File: config.mk
export PLATFORM = sky130hd
export DESIGN_NAME = l2_writeback_buffer_flat
export DESIGN_NICKNAME = d
export VERILOG_FILES = /design/src/rtl/l2_writeback_buffer_if.sv /design/src/rtl/l2_writeback_buffer.sv /design/src/flat_wrapper.sv
export SDC_FILE = /design/constraint.sdc
export NUM_CORES = 2
export LEC_CHECK = 0
export BUFFER_PORTS_ARGS = -buffer_cell sky130_fd_sc_hd__buf_2
export CORE_AREA = 2 2 422 424
export DETAILED_ROUTE_END_ITERATION = 6
export DIE_AREA = 0 0 424 426
export PLACE_DENSITY = 0.51
export SLEW_MARGIN = 20
export SYNTH_ARGS = -nofsm -noshare
export SYNTH_HDL_FRONTEND = slang
export SYNTH_SLANG_ARGS = --single-unit
File: constraint.sdc
create_clock -name clk -period 4.1 [get_ports clk]
set_input_delay 0.82 -clock clk [delete_from_list [all_inputs] [get_ports clk]]
set_output_delay 0.82 -clock clk [all_outputs]
set_load 0.005 [all_outputs]
File: src/rtl/l2_writeback_buffer_if.sv
// Line-granular request/response bus shared by the L2 side and the burst adaptor side of the write-back buffer.
// master drives the request fields, slave returns read data and the completion pulse.
interface l2_writeback_buffer_if #(
  parameter int LINE_W = 256
);
  logic [31:0]       address;
  logic              read;
  logic              write;
  logic [LINE_W-1:0] wdata;
  logic [LINE_W-1:0] rdata;
  logic              resp;

  modport master (output address, read, write, wdata, input rdata, resp);
  modport slave  (input address, read, write, wdata, output rdata, resp);
endinterface

File: src/rtl/l2_writeback_buffer.sv
// Write-back FIFO between the L2 memory port and the burst cacheline adaptor; forwards read hits, drains when idle.
// Optional feature: define WBBUF_COALESCE_EN to merge writes into a buffered entry with the same tag.
module l2_writeback_buffer #(
  parameter int LINE_W = 256,
  parameter int OFFSET = 5,
  parameter int DEPTH  = 2
) (
  input  logic                   clk,
  input  logic                   reset_n,
  l2_writeback_buffer_if.slave   mem,
  l2_writeback_buffer_if.master  pmem
);
  localparam int TAG_W = 32 - OFFSET;
  localparam int PTR_W = $clog2(DEPTH);
  localparam int CNT_W = PTR_W + 1;
  localparam logic [CNT_W-1:0] DEPTH_C = CNT_W'(DEPTH);
`ifdef WBBUF_COALESCE_EN
  localparam logic COALESCE_C = 1'b1;
`else
  localparam logic COALESCE_C = 1'b0;
`endif

  typedef enum logic [1:0] {
    IDLE   = 2'd0,
    RESP   = 2'd1,
    RD_MEM = 2'd2,
    DRAIN  = 2'd3
  } state_t;

  function automatic logic [31:0] line_addr(input logic [TAG_W-1:0] tag);
    return {tag, {OFFSET{1'b0}}};
  endfunction

  state_t            state_r;
  logic [TAG_W-1:0]  tag_r  [DEPTH];
  logic [LINE_W-1:0] line_r [DEPTH];
  logic [DEPTH-1:0]  valid_r;
  logic [PTR_W-1:0]  head_r;
  logic [PTR_W-1:0]  tail_r;
  logic [CNT_W-1:0]  count_r;
  logic              mem_resp_r;
  logic [LINE_W-1:0] mem_rdata_r;
  logic              pmem_read_r;
  logic              pmem_write_r;
  logic [31:0]       pmem_address_r;

  logic [TAG_W-1:0]  req_tag_s;
  logic              hit_s;
  logic [PTR_W-1:0]  hit_idx_s;
  logic [PTR_W-1:0]  idx_s;
  logic              unused_s;

  assign req_tag_s = mem.address[31:OFFSET];
  assign unused_s  = ^mem.address[OFFSET-1:0];

  // Tag search walking oldest to youngest so the last match seen is the youngest copy
  always_comb begin
    hit_s     = 1'b0;
    hit_idx_s = {PTR_W{1'b0}};
    idx_s     = {PTR_W{1'b0}};
    for (int i = 0; i < DEPTH; i++) begin
      idx_s = head_r + PTR_W'(i);
      if (valid_r[idx_s] && (tag_r[idx_s] == req_tag_s)) begin
        hit_s     = 1'b1;
        hit_idx_s = idx_s;
      end else begin
        hit_s     = hit_s;
      end
    end
  end

  // Control FSM, FIFO storage and registered bus outputs
  always_ff @(posedge clk or negedge reset_n) begin
    if (!reset_n) begin
      state_r        <= IDLE;
      valid_r        <= {DEPTH{1'b0}};
      head_r         <= {PTR_W{1'b0}};
      tail_r         <= {PTR_W{1'b0}};
      count_r        <= {CNT_W{1'b0}};
      mem_resp_r     <= 1'b0;
      mem_rdata_r    <= {LINE_W{1'b0}};
      pmem_read_r    <= 1'b0;
      pmem_write_r   <= 1'b0;
      pmem_address_r <= 32'd0;
      for (int i = 0; i < DEPTH; i++) begin
        tag_r[i]  <= {TAG_W{1'b0}};
        line_r[i] <= {LINE_W{1'b0}};
      end
    end else begin
      case (state_r)
        IDLE: begin
          if (mem.write && COALESCE_C && hit_s) begin
            line_r[hit_idx_s] <= mem.wdata;
            mem_resp_r        <= 1'b1;
            state_r           <= RESP;
          end else if (mem.write && (count_r < DEPTH_C)) begin
            tag_r[tail_r]   <= req_tag_s;
            line_r[tail_r]  <= mem.wdata;
            valid_r[tail_r] <= 1'b1;
            tail_r          <= tail_r + PTR_W'(1);
            count_r         <= count_r + CNT_W'(1);
            mem_resp_r      <= 1'b1;
            state_r         <= RESP;
          end else if (mem.write) begin
            // Full: make room first; the write is taken on the IDLE cycle after the drain
            pmem_write_r   <= 1'b1;
            pmem_address_r <= line_addr(tag_r[head_r]);
            state_r        <= DRAIN;
          end else if (mem.read && hit_s) begin
            mem_rdata_r <= line_r[hit_idx_s];
            mem_resp_r  <= 1'b1;
            state_r     <= RESP;
          end else if (mem.read) begin
            pmem_read_r    <= 1'b1;
            pmem_address_r <= line_addr(req_tag_s);
            state_r        <= RD_MEM;
          end else if (count_r != {CNT_W{1'b0}}) begin
            pmem_write_r   <= 1'b1;
            pmem_address_r <= line_addr(tag_r[head_r]);
            state_r        <= DRAIN;
          end else begin
            state_r <= IDLE;
          end
        end
        RD_MEM: begin
          if (pmem.resp) begin
            mem_rdata_r <= pmem.rdata;
            pmem_read_r <= 1'b0;
            mem_resp_r  <= 1'b1;
            state_r     <= RESP;
          end else begin
            state_r <= RD_MEM;
          end
        end
        DRAIN: begin
          if (pmem.resp) begin
            valid_r[head_r] <= 1'b0;
            head_r          <= head_r + PTR_W'(1);
            count_r         <= count_r - CNT_W'(1);
            pmem_write_r    <= 1'b0;
            state_r         <= IDLE;
          end else begin
            state_r <= DRAIN;
          end
        end
        RESP: begin
          mem_resp_r <= 1'b0;
          state_r    <= IDLE;
        end
        default: begin
          mem_resp_r   <= 1'b0;
          pmem_read_r  <= 1'b0;
          pmem_write_r <= 1'b0;
          state_r      <= IDLE;
        end
      endcase
    end
  end

  assign mem.resp     = mem_resp_r;
  assign mem.rdata    = mem_rdata_r;
  assign pmem.read    = pmem_read_r;
  assign pmem.write   = pmem_write_r;
  assign pmem.address = pmem_address_r;
  assign pmem.wdata   = line_r[head_r];
endmodule

File: src/flat_wrapper.sv
// flat-port wrapper written by rule: the top's interface ports become plain ports
module l2_writeback_buffer_flat 
#(
  parameter int LINE_W = 256,
  parameter int OFFSET = 5,
  parameter int DEPTH  = 2
)
  (clk, reset_n, mem_address, mem_read, mem_write, mem_wdata, mem_rdata, mem_resp, pmem_address, pmem_read, pmem_write, pmem_wdata, pmem_rdata, pmem_resp);
  l2_writeback_buffer_if #(.LINE_W(LINE_W)) mem_i ();
  l2_writeback_buffer_if #(.LINE_W(LINE_W)) pmem_i ();
  input  logic clk;
  input  logic reset_n;
  input wire logic [$bits(mem_i.address)-1:0] mem_address;
  input wire logic [$bits(mem_i.read)-1:0] mem_read;
  input wire logic [$bits(mem_i.write)-1:0] mem_write;
  input wire logic [$bits(mem_i.wdata)-1:0] mem_wdata;
  output wire logic [$bits(mem_i.rdata)-1:0] mem_rdata;
  output wire logic [$bits(mem_i.resp)-1:0] mem_resp;
  output wire logic [$bits(pmem_i.address)-1:0] pmem_address;
  output wire logic [$bits(pmem_i.read)-1:0] pmem_read;
  output wire logic [$bits(pmem_i.write)-1:0] pmem_write;
  output wire logic [$bits(pmem_i.wdata)-1:0] pmem_wdata;
  input wire logic [$bits(pmem_i.rdata)-1:0] pmem_rdata;
  input wire logic [$bits(pmem_i.resp)-1:0] pmem_resp;
  assign mem_i.address = mem_address;
  assign mem_i.read = mem_read;
  assign mem_i.write = mem_write;
  assign mem_i.wdata = mem_wdata;
  assign mem_rdata = mem_i.rdata;
  assign mem_resp = mem_i.resp;
  assign pmem_address = pmem_i.address;
  assign pmem_read = pmem_i.read;
  assign pmem_write = pmem_i.write;
  assign pmem_wdata = pmem_i.wdata;
  assign pmem_i.rdata = pmem_rdata;
  assign pmem_i.resp = pmem_resp;
  l2_writeback_buffer #(.LINE_W(LINE_W), .OFFSET(OFFSET), .DEPTH(DEPTH)) u_core (.clk(clk), .reset_n(reset_n), .mem(mem_i), .pmem(pmem_i));
endmodule
==> metrics.csv <==
stage,metric,value,unit
sta,Max Transition Viols Final,0,
clocking,clock slew at reported path FFs,60,ps
routing,DRT iter0 DRCs,3002,
routing,DRT met1 WL,81.4,mm
power_and_ir_drop,leakage dissipation,25.8,nW
layout,share of layout cells above drive strength 1,41.9,%
sta,Worst slew margin,36.3,%
sta,RSZ-0062 raised after global routing,no,
routing,post-route ant nets,0,
setup_path,crit start category,register,
sta,worst setup margin,140,ps
flow_run,maxcap violations,0,
layout,nets,6020,
logic_synthesis,#FFs+latches synth,860,
routing,top sig layer,met5,
logic_synthesis,Mapped Avg Cell Area,10.5,sq um
sta,fin crit period,3960,ps
layout,final core occ,33.9,%
sta,setup TNS,0,ps
floorplanning,Die X-Extent,424,um
logic_synthesis,yosys synthesis warning count,0,
routing,Pre-Repair DR Iteration Count,5,
place,detailed placement HPWL,142,mm
logic_synthesis,ys flop type,dfrtp_1,
place,pre-CTS setup slack,135,ps
power_and_ir_drop,VDD IR max,0.496,mV
logic_synthesis,most common cell in the netlist,dfrtp_1,
setup_path,"Worst Path Class, Setup",reg -> out,
floorplanning,core region area,0.176,sq mm
clocking,clock sink total,860,
place,Post-DP Area,0.0559,sq mm
global_route,grt ovf,0,
global_route,global-route wire length before repair,281,mm
global_route,largest net degree at the start of global routing,169,
logic_synthesis,Synth Instances,4481,
setup_path,FF-to-FF Start,u_core.head_r,
floorplanning,Chip Height,426,um
global_route,vias in the first global route,40100,
layout,Synth-to-Final Area Change,27.1,%
run_status,status,finished clean,
setup_path,worst endpoint data arrival time,3140,ps
routing,drt via density,5.21,
logic_synthesis,largest area contributor in the netlist,dfrtp_1,
routing,metal2 WL,96.5,mm
global_route,initial antenna violation count,70,
layout,Final Instance Area,0.0596,sq mm
sta,Fin. Hold Viols,0,
clocking,CTS max path bufs,3,
sta,Max Clk Rate,252,MHz
sta,clk_skew,30.9,ps
place,I/O Buffers,1085,
logic_synthesis,top-area cell type share of the netlist area,45.8,%
sta,Slew @ Worst Pin,955,ps
setup_path,CP endpoint kind,primary output,
global_route,All-Layer GR Usage,20.7,%
logic_synthesis,Unique masters post-synth,50,
logic_synthesis,Synth async-reset ratio,100,%
clocking,H-tree depth,3,
min_path,worst min-delay path class,in -> async,
logic_synthesis,"top cells by count, synth","860 x dfrtp_1, 822 x mux2_2, 804 x nand2_1",
place,routability cong.,0.920,
clocking,Skew-Pair Late Insertion Delay,750,ps
floorplanning,Ports,1096,
routing,drc violations,0,
setup_path,crit path max fanout,81,
floorplanning,Initial Util,26.7,%
floorplanning,FP Rows,154,
sta,final worst-path cycle share,96.6,%
floorplanning,die area,0.181,sq mm
clocking,number of buffers created by CTS,106,
logic_synthesis,top post-synthesis cells by area,"dfrtp_1 46%, mux2_2 20%, nand2_1 6.4%",
setup_path,Crit path required time,3280,ps
sta,final setup violation count,0,
routing,drt wl/cell,24.8,um
logic_synthesis,"Seq/Total Area, Yosys",45.8,%
power_and_ir_drop,Power Total,50.4,mW
clocking,root buffer cell,clkbuf_16,
setup_path,R2R depth,12,
setup_path,R2R Setup Slk,220,ps
logic_synthesis,Post-Synthesis Cell Area,0.0469,sq mm
routing,met3 wire length,11.9,mm
logic_synthesis,Post-synth EDFFs,0,
routing,Routed Wire Length,197,mm
routing,vias,41400,
clocking,TritonCTS clock tree,done,
power_and_ir_drop,cell area power density,846,mW/mm^2
setup_path,reg2reg end,u_core.mem.rdata[140],
## per-layer routing
| metal | track usage (%) | vias up |
|---|---|---|
| met5 | 0 | - |
| met2 | 34.6 | 1387 |
| met4 | 8.62 | 28 |
| met1 | 26.0 | 21200 |
| met3 | 4.30 | 318 |
| li1 | - | 18500 |
## power by group
group	leakage, nW	switching [mW]	total [mW]	internal, mW
clock network	1.79	4.03	9.86	5.82
logic	13.5	12.9	24.3	11.3
registers	10.5	3.62	16.3	12.7
## registers in the layout, summed over array words and instances (netlist names)
name,cells
u_core.pmem.read,1
u_core.head_r,1
u_core.state_r,2
u_core.pmem.write,1
u_core.tail_r,1
u_core.mem.rdata,256
u_core.pmem.address,27
u_core.mem.resp,1
u_core.tag_r,54
u_core.valid_r,2
u_core.count_r,2
u_core.line_r,512
## layout by cell type (no fill, tap or decap), types with 3 or more instances in the layout
cell and count:
clkbuf_16 107, clkinv_2 23, nand2_1 804, nand3_1 5
diode_2 38, o21ai_0 37, nor2b_1 3, or4_1 3
xnor2_1 53, mux2_2 822, buf_4 146, inv_1 6
a21oi_1 31, buf_2 1084, nor4_2 4, a311o_1 255
nor2_1 292, nor4_4 3, clkinvlp_4 4, bufinv_16 10
inv_6 5, clkinv_4 4, a21boi_0 255, a31oi_1 257
dfrtp_1 859, clkbuf_8 22, a211oi_1 255, buf_12 73
conb_1 5, clkbuf_1 20, mux2i_1 54, nor4_1 13
xor2_1 6
## what timing repair did
item                                    4_1_cts  5_1_grt
hold buffers                                  0        0
gates resized for setup                       2        0
endpoints found under the setup margin       70        0
buffers inserted                              1        0
hold endpoints to repair                      0        0
## area by class of cell
cell class | count | area [sq um]
diodes | 38 | 95.1
clock buffers | 149 | 3060
clock inverters | 48 | 571
fillers | 18000 | 116000
inverters | 6 | 22.5
multi-input cells | 3189 | 23400
flip-flops and latches | 860 | 21500
well taps | 2340 | 2930
repair buffers | 1308 | 8080
## worst max-delay path, stage by stage (launching register included)
cell and delay [ps]:
dfrtp_4 600, buf_12 210, buf_12 330, buf_16 390, mux2_2 510, buf_2 190
## worst max path at each step
stage / start / to / slack, ps / depth (start not counted)
after floorplan: mem_address[15] / u_core.mem.rdata[100] / 1010 / 9
after global placement: u_core.head_r / u_core.mem.rdata[133] / 210 / 12
after detailed placement: u_core.head_r / u_core.mem.rdata[107] / 140 / 11
after CTS: u_core.head_r / pmem_wdata[200] / 40 / 5
after global routing: u_core.head_r / u_core.mem.rdata[107] / 10 / 11
final: u_core.head_r / pmem_wdata[153] / 140 / 5
## stage by stage
step                cells  hold WS (ps)
floorplan            4485           456
global placement     7701           461
detailed placement   7701           469
CTS                  7900          34.2
global route         7935          83.8
finish               7938          83.7
## cells by family after synthesis
group	after synthesis	share of synthesized area, %
flip-flops	860	45.8
AND/OR/NAND/NOR	1145	9.62
other	1	0.00799
XOR/XNOR	59	1.10
AO/OA/AOI/OAI	1104	18.0
multiplexers	876	20.9
buffers and inverters	436	4.52
(Power assumes the default switching activity.)
